$ cat src/rtl/csa_operand_packer_if.sv
// Handshake bundle between the operand stream source, the packer and the
// downstream three-operand carry-save adder.
interface csa_operand_packer_if #(
  parameter int N = 8
);
  logic [N-1:0] in_data;
  logic         in_valid;
  logic         in_last;
  logic         in_ready;
  logic [N-1:0] out_a;
  logic [N-1:0] out_b;
  logic [N-1:0] out_c;
  logic [1:0]   out_count;
  logic         out_last;
  logic         out_valid;
  logic         out_ready;

  // Packer side.
  modport slave (
    input  in_data, in_valid, in_last, out_ready,
    output in_ready, out_a, out_b, out_c, out_count, out_last, out_valid
  );

  // Stream source and group consumer side.
  modport master (
    output in_data, in_valid, in_last, out_ready,
    input  in_ready, out_a, out_b, out_c, out_count, out_last, out_valid
  );
endinterface

$ cat src/rtl/csa_operand_packer.sv
// Groups a serial operand stream into registered a/b/c triples for the CSA
// stage; short groups closed by in_last are zero-padded.
module csa_operand_packer #(
  parameter int N = 8
) (
  input logic               clk,
  input logic               rst_n,
  csa_operand_packer_if.slave bus
);

  typedef enum logic [1:0] {FILL0, FILL1, FILL2, HOLD} state_t;

  typedef struct packed {
    logic [N-1:0] a;
    logic [N-1:0] b;
    logic [N-1:0] c;
    logic [1:0]   count;
    logic         last;
  } grp_t;

  state_t       state_q, state_d;
  logic [N-1:0] slot0_q, slot1_q;
  grp_t         park_q;
  grp_t         out_q;
  logic         out_vld_q;

  logic         in_rdy;
  logic         acc;
  logic         out_free;
  logic         complete;
  grp_t         grp_now;
  logic         wr_slot0, wr_slot1, park_en, load_new, load_park;

  // in_ready depends on state and reset only, never on out_ready.
  assign in_rdy   = rst_n && (state_q != HOLD);
  assign acc      = bus.in_valid && in_rdy;
  assign out_free = !out_vld_q || bus.out_ready;
  assign complete = acc && (bus.in_last || (state_q == FILL2));

  // Group as it would look if the current beat closed it.
  always_comb begin
    grp_now       = '0;
    grp_now.last  = bus.in_last;
    case (state_q)
      FILL0: begin
        grp_now.a     = bus.in_data;
        grp_now.count = 2'd1;
      end
      FILL1: begin
        grp_now.a     = slot0_q;
        grp_now.b     = bus.in_data;
        grp_now.count = 2'd2;
      end
      FILL2: begin
        grp_now.a     = slot0_q;
        grp_now.b     = slot1_q;
        grp_now.c     = bus.in_data;
        grp_now.count = 2'd3;
      end
      default: grp_now = '0;
    endcase
  end

  always_comb begin
    state_d   = state_q;
    wr_slot0  = 1'b0;
    wr_slot1  = 1'b0;
    park_en   = 1'b0;
    load_new  = 1'b0;
    load_park = 1'b0;
    case (state_q)
      FILL0, FILL1, FILL2: begin
        if (complete) begin
          if (out_free) begin
            load_new = 1'b1;
            state_d  = FILL0;
          end else begin
            park_en  = 1'b1;
            state_d  = HOLD;
          end
        end else if (acc) begin
          if (state_q == FILL0) begin
            wr_slot0 = 1'b1;
            state_d  = FILL1;
          end else begin
            wr_slot1 = 1'b1;
            state_d  = FILL2;
          end
        end
      end
      HOLD: begin
        if (out_free) begin
          load_park = 1'b1;
          state_d   = FILL0;
        end
      end
      default: state_d = FILL0;
    endcase
  end

  always_ff @(posedge clk) begin
    if (!rst_n) begin
      state_q   <= FILL0;
      slot0_q   <= '0;
      slot1_q   <= '0;
      park_q    <= '0;
      out_q     <= '0;
      out_vld_q <= 1'b0;
    end else begin
      state_q <= state_d;
      if (wr_slot0) slot0_q <= bus.in_data;
      if (wr_slot1) slot1_q <= bus.in_data;
      if (park_en)  park_q  <= grp_now;
      // A new group may load on the same edge the previous one is taken.
      if (load_new) begin
        out_q     <= grp_now;
        out_vld_q <= 1'b1;
      end else if (load_park) begin
        out_q     <= park_q;
        out_vld_q <= 1'b1;
      end else if (bus.out_ready) begin
        out_vld_q <= 1'b0;
      end
    end
  end

  assign bus.in_ready  = in_rdy;
  assign bus.out_a     = out_q.a;
  assign bus.out_b     = out_q.b;
  assign bus.out_c     = out_q.c;
  assign bus.out_count = out_q.count;
  assign bus.out_last  = out_q.last;
  assign bus.out_valid = out_vld_q;

  // A presented group must not change or vanish until it is taken.
  a_out_stable: assert property (@(posedge clk) disable iff (!rst_n)
    (out_vld_q && !bus.out_ready) |=> (out_vld_q && $stable(out_q)));

  a_no_accept_in_hold: assert property (@(posedge clk)
    (state_q == HOLD) |-> !in_rdy);

endmodule

$ cat src/flat_wrapper.sv
// flat-port wrapper written by rule: the top's interface ports become plain ports
module csa_operand_packer_flat 
#(
  parameter int N = 8
)
  (clk, rst_n, bus_in_data, bus_in_valid, bus_in_last, bus_out_ready, bus_in_ready, bus_out_a, bus_out_b, bus_out_c, bus_out_count, bus_out_last, bus_out_valid);
  csa_operand_packer_if #(.N(N)) bus_i ();
  input logic clk;
  input logic rst_n;
  input wire logic [$bits(bus_i.in_data)-1:0] bus_in_data;
  input wire logic [$bits(bus_i.in_valid)-1:0] bus_in_valid;
  input wire logic [$bits(bus_i.in_last)-1:0] bus_in_last;
  input wire logic [$bits(bus_i.out_ready)-1:0] bus_out_ready;
  output wire logic [$bits(bus_i.in_ready)-1:0] bus_in_ready;
  output wire logic [$bits(bus_i.out_a)-1:0] bus_out_a;
  output wire logic [$bits(bus_i.out_b)-1:0] bus_out_b;
  output wire logic [$bits(bus_i.out_c)-1:0] bus_out_c;
  output wire logic [$bits(bus_i.out_count)-1:0] bus_out_count;
  output wire logic [$bits(bus_i.out_last)-1:0] bus_out_last;
  output wire logic [$bits(bus_i.out_valid)-1:0] bus_out_valid;
  assign bus_i.in_data = bus_in_data;
  assign bus_i.in_valid = bus_in_valid;
  assign bus_i.in_last = bus_in_last;
  assign bus_i.out_ready = bus_out_ready;
  assign bus_in_ready = bus_i.in_ready;
  assign bus_out_a = bus_i.out_a;
  assign bus_out_b = bus_i.out_b;
  assign bus_out_c = bus_i.out_c;
  assign bus_out_count = bus_i.out_count;
  assign bus_out_last = bus_i.out_last;
  assign bus_out_valid = bus_i.out_valid;
  csa_operand_packer #(.N(N)) u_core (.clk(clk), .rst_n(rst_n), .bus(bus_i));
endmodule
$ cat config.mk
export PLATFORM = sky130hd
export DESIGN_NAME = csa_operand_packer_flat
export DESIGN_NICKNAME = d
export VERILOG_FILES = /design/src/rtl/csa_operand_packer_if.sv /design/src/rtl/csa_operand_packer.sv /design/src/flat_wrapper.sv
export SDC_FILE = /design/constraint.sdc
export NUM_CORES = 1
export LEC_CHECK = 0
export CAP_MARGIN = 20
export CELL_PAD_IN_SITES_DETAIL_PLACEMENT = 1
export CELL_PAD_IN_SITES_GLOBAL_PLACEMENT = 1
export CORE_UTILIZATION = 30
export DETAILED_ROUTE_END_ITERATION = 8
export GPL_TIMING_DRIVEN = 0
export MAX_ROUTING_LAYER = met4
export PLACE_DENSITY_LB_ADDON = 0.08
export SETUP_SLACK_MARGIN = 0.05
export SLEW_MARGIN = 10
export SYNTH_ARGS = -nofsm -noshare
export SYNTH_HDL_FRONTEND = slang
export SYNTH_SLANG_ARGS = --single-unit
$ cat constraint.sdc
create_clock -name clk -period 2.85 [get_ports clk]
set_input_delay 0.7125 -clock clk [delete_from_list [all_inputs] [get_ports clk]]
set_output_delay 0.7125 -clock clk [all_outputs]
set_load 0.02 [all_outputs]
==> results_dict.tcl <==
set metrics [dict create \
    netlist.area_leader.share 0.448 \
    synth-async-reset-ratio 0 \
    yosysWarnings 0 \
    cts_tree "built" \
    setup_violations 0 \
    fin_crit_ps 2680 \
    clock_path_buffers 2 \
    critPathMaxStageDelay_ps 610 \
    fin_setup_tns_ps 0 \
    postSynthRegisterBits 73 \
    diodes 0 \
    crit_family "buffers and inverters" \
    clock_skew_ps 9.24 \
    cts_max_level 3 \
    cp_max_fo 19 \
    fill_cells 1214 \
    fmax_mhz 373 \
    synth_edf_count 0 \
    overflow 0 \
    cp_data_arrival_time_ps 1970 \
    post_cts_buffers 0 \
    cellPowerDensity_mw_per_mm2 574 \
    worstSetupPathType "in2out" \
    drive_gt1_frac 0.0900 \
    tightest_slew_ps 724 \
    dieArea_mm2 0.0113 \
    antenna_found_initial 0 \
    finalHoldViolCount 0 \
    grt.total_usage 0.207 \
    synth.distinct_cells 37 \
    fin_util 0.390 \
    fin_area_mm2 0.00407 \
    place_congestion 0.778 \
    area_growth_pct 24.6 \
    vias 2863 \
    crit_chain "clkdlybuf4s15_2 -> buf_6 -> nor2b_1 -> clkdlybuf4s50_1" \
    clk_latency_ps 360 \
    finalCritPeriodShare 0.941 \
    critPathCaptureType "output port" \
    slew_violations 0 \
    p_leak_nw 1.41 \
    maxCapViolCount 0 \
    synthCells 366 \
    viasPerCell 5.13 \
    io_pins 42 \
    hold_path_class "reg2reg" \
    total_power_mw 2.34 \
    layout.nets 434 \
    drtIter0Drc 104 \
    yosys-top-cells-area "dfxtp_1, nand2_1, nor2b_1" \
    drc 0 \
    syn-cell-area_mm2 0.00326 \
    wire_per_inst_um 18.7 \
    cts_made_buffers 9 \
    wl_mm 10.4 \
    grt_pass1_vias 2959 \
    die_w_um 106 \
    num_rows 37 \
    synth_flop_cell "dfxtp_1" \
    placed_area_mm2 0.00384 \
    slowest_stage "clkdlybuf4s50_1" \
    cp-start-kind "input port" \
    relSlewSlack 0.515 \
    core_mm2 0.0104 \
    fp.dieH_um 106 \
    synth.top_cells.by_count "dfxtp_1, nand2_1, nor2b_1, a21boi_0, nor2_1" \
    rsz0062_at_grt "false" \
    required_ps 2140 \
    yosysSeqAreaShare 0.448 \
    yosys.cell_count.top_type "dfxtp_1" \
    synth_top_area_cell "dfxtp_1" \
    first_pass_iters 4 \
    grt_start_max_net_pins 20 \
    synth_nets 383 \
    status "finished clean" \
    clk_pin_slew_ps 80 \
    fin_ws_ps 168 \
    place_ws_ps -761 \
    ant_nets 0 \
    clock-sinks 73 \
    clockRootBuffer "clkbuf_8" \
    hpwl_mm 7.34 \
    timing.critical_path.buf_inv 3 \
    grt_pass1_wl_mm 17.0 \
    io_buffers 41 \
    initial_core_util 0.313 \
    avgSynthCellArea_um2 8.92 \
    ir_drop_v 0.000214 \
]
[area by class of cell]
class | count | area (µm²) | area share
plain buffers | 30 | 149 | 0.0366
clock buffers | 9 | 124 | 0.0305
clock inverters | 7 | 95.1 | 0.0234
inverters | 3 | 11.3 | 0.00277
multi-input cells | 259 | 1640 | 0.404
flip-flops and latches | 73 | 1460 | 0.359
well taps | 136 | 170 | 0.0418
repair buffers | 41 | 412 | 0.101
[stage by stage]
| stage | cells | hold WS (ps) |
|---|---|---|
| 6_report | 558 | 469 |
| 5_1_grt | 558 | 484 |
| 4_1_cts | 558 | 473 |
| 3_5_place_dp | 543 | 462 |
| 3_3_place_gp | 543 | 452 |
| 2_1_floorplan | 366 | 444 |
[layer usage]
layer  global-route usage  vias up  part of all wire
li1                     -     1405                 -
met4               0.0744        0             0.020
met5                    -        -                 0
met3               0.0380       16             0.035
met2                0.317       56              0.46
met1                0.273     1386              0.49
[report_power, final]
part           internal, mW  switching [mW]  total (mW)
registers              1.05          0.0196        1.07
clock network         0.493           0.437       0.930
logic                 0.133           0.199       0.332
[worst reg2reg max path: stages (launching register included)]
cell,delay [ps]
dfxtp_1,400
inv_1,90
ha_1,270
clkbuf_1,270
clkbuf_1,440
nor2b_1,330
nand2_1,90
a31oi_1,180
[placed cells by master (no fill, tap or decap), types with 3 or more instances in the layout]
cell type,instances
a21boi_0,18
buf_4,3
clkdlybuf4s50_1,40
a22oi_1,9
buf_2,8
clkbuf_1,16
o32ai_1,9
nor2_1,18
and2_1,8
dfxtp_1,73
ha_1,4
mux2i_1,16
a21oi_1,9
a221oi_1,16
nand2_1,63
clkbuf_8,9
o22ai_1,16
o21ai_0,15
nor3b_1,9
nor2b_1,26
a31oi_1,6
[kinds of logic (layout without fill, tap and decap cells)]
| group | after synthesis | in the layout | share of synthesized area |
|---|---|---|---|
| fa+ha+maj | 4 | 4 | 0.0153 |
| mux | 16 | 16 | 0.0491 |
| buf+inv | 34 | 90 | 0.0483 |
| compound gates | 103 | 103 | 0.222 |
| flops | 73 | 73 | 0.448 |
| simple gates | 136 | 136 | 0.217 |
[registers in the layout, indices dropped and copies added, names as in the netlist]
| register | flops |
|---|---|
| u_core.bus.out_a | 8 |
| u_core.state_q | 2 |
| u_core.park_q | 27 |
| u_core.bus.out_last | 1 |
| u_core.bus.out_c | 8 |
| u_core.slot0_q | 8 |
| u_core.bus.out_count | 2 |
| u_core.bus.out_b | 8 |
| u_core.slot1_q | 8 |
| u_core.bus.out_valid | 1 |
[final timing paths]
| check | start | to | slack (ps) | depth (start not counted) |
|---|---|---|---|---|
| worst max register to register | u_core.state_q[0]$_SDFFE_PN0P_ | u_core.bus.out_b[3]$_SDFFE_PN0P_ | 720 | 7 |
| worst min register to register | u_core.bus.out_b[2]$_SDFFE_PN0P_ | u_core.bus.out_b[2]$_SDFFE_PN0P_ | 470 | 2 |
| worst max-delay path | rst_n | bus_in_ready | 170 | 4 |
| worst min-delay path | u_core.bus.out_b[2]$_SDFFE_PN0P_ | u_core.bus.out_b[2]$_SDFFE_PN0P_ | 470 | 2 |
[repair_timing]
action,CTS,global route
hold buffers,0,0
endpoints found under the setup margin,1,0
gates resized for setup,5,0
endpoints found under the hold margin,0,0
Note: power is estimated with default switching activity, not from simulation.
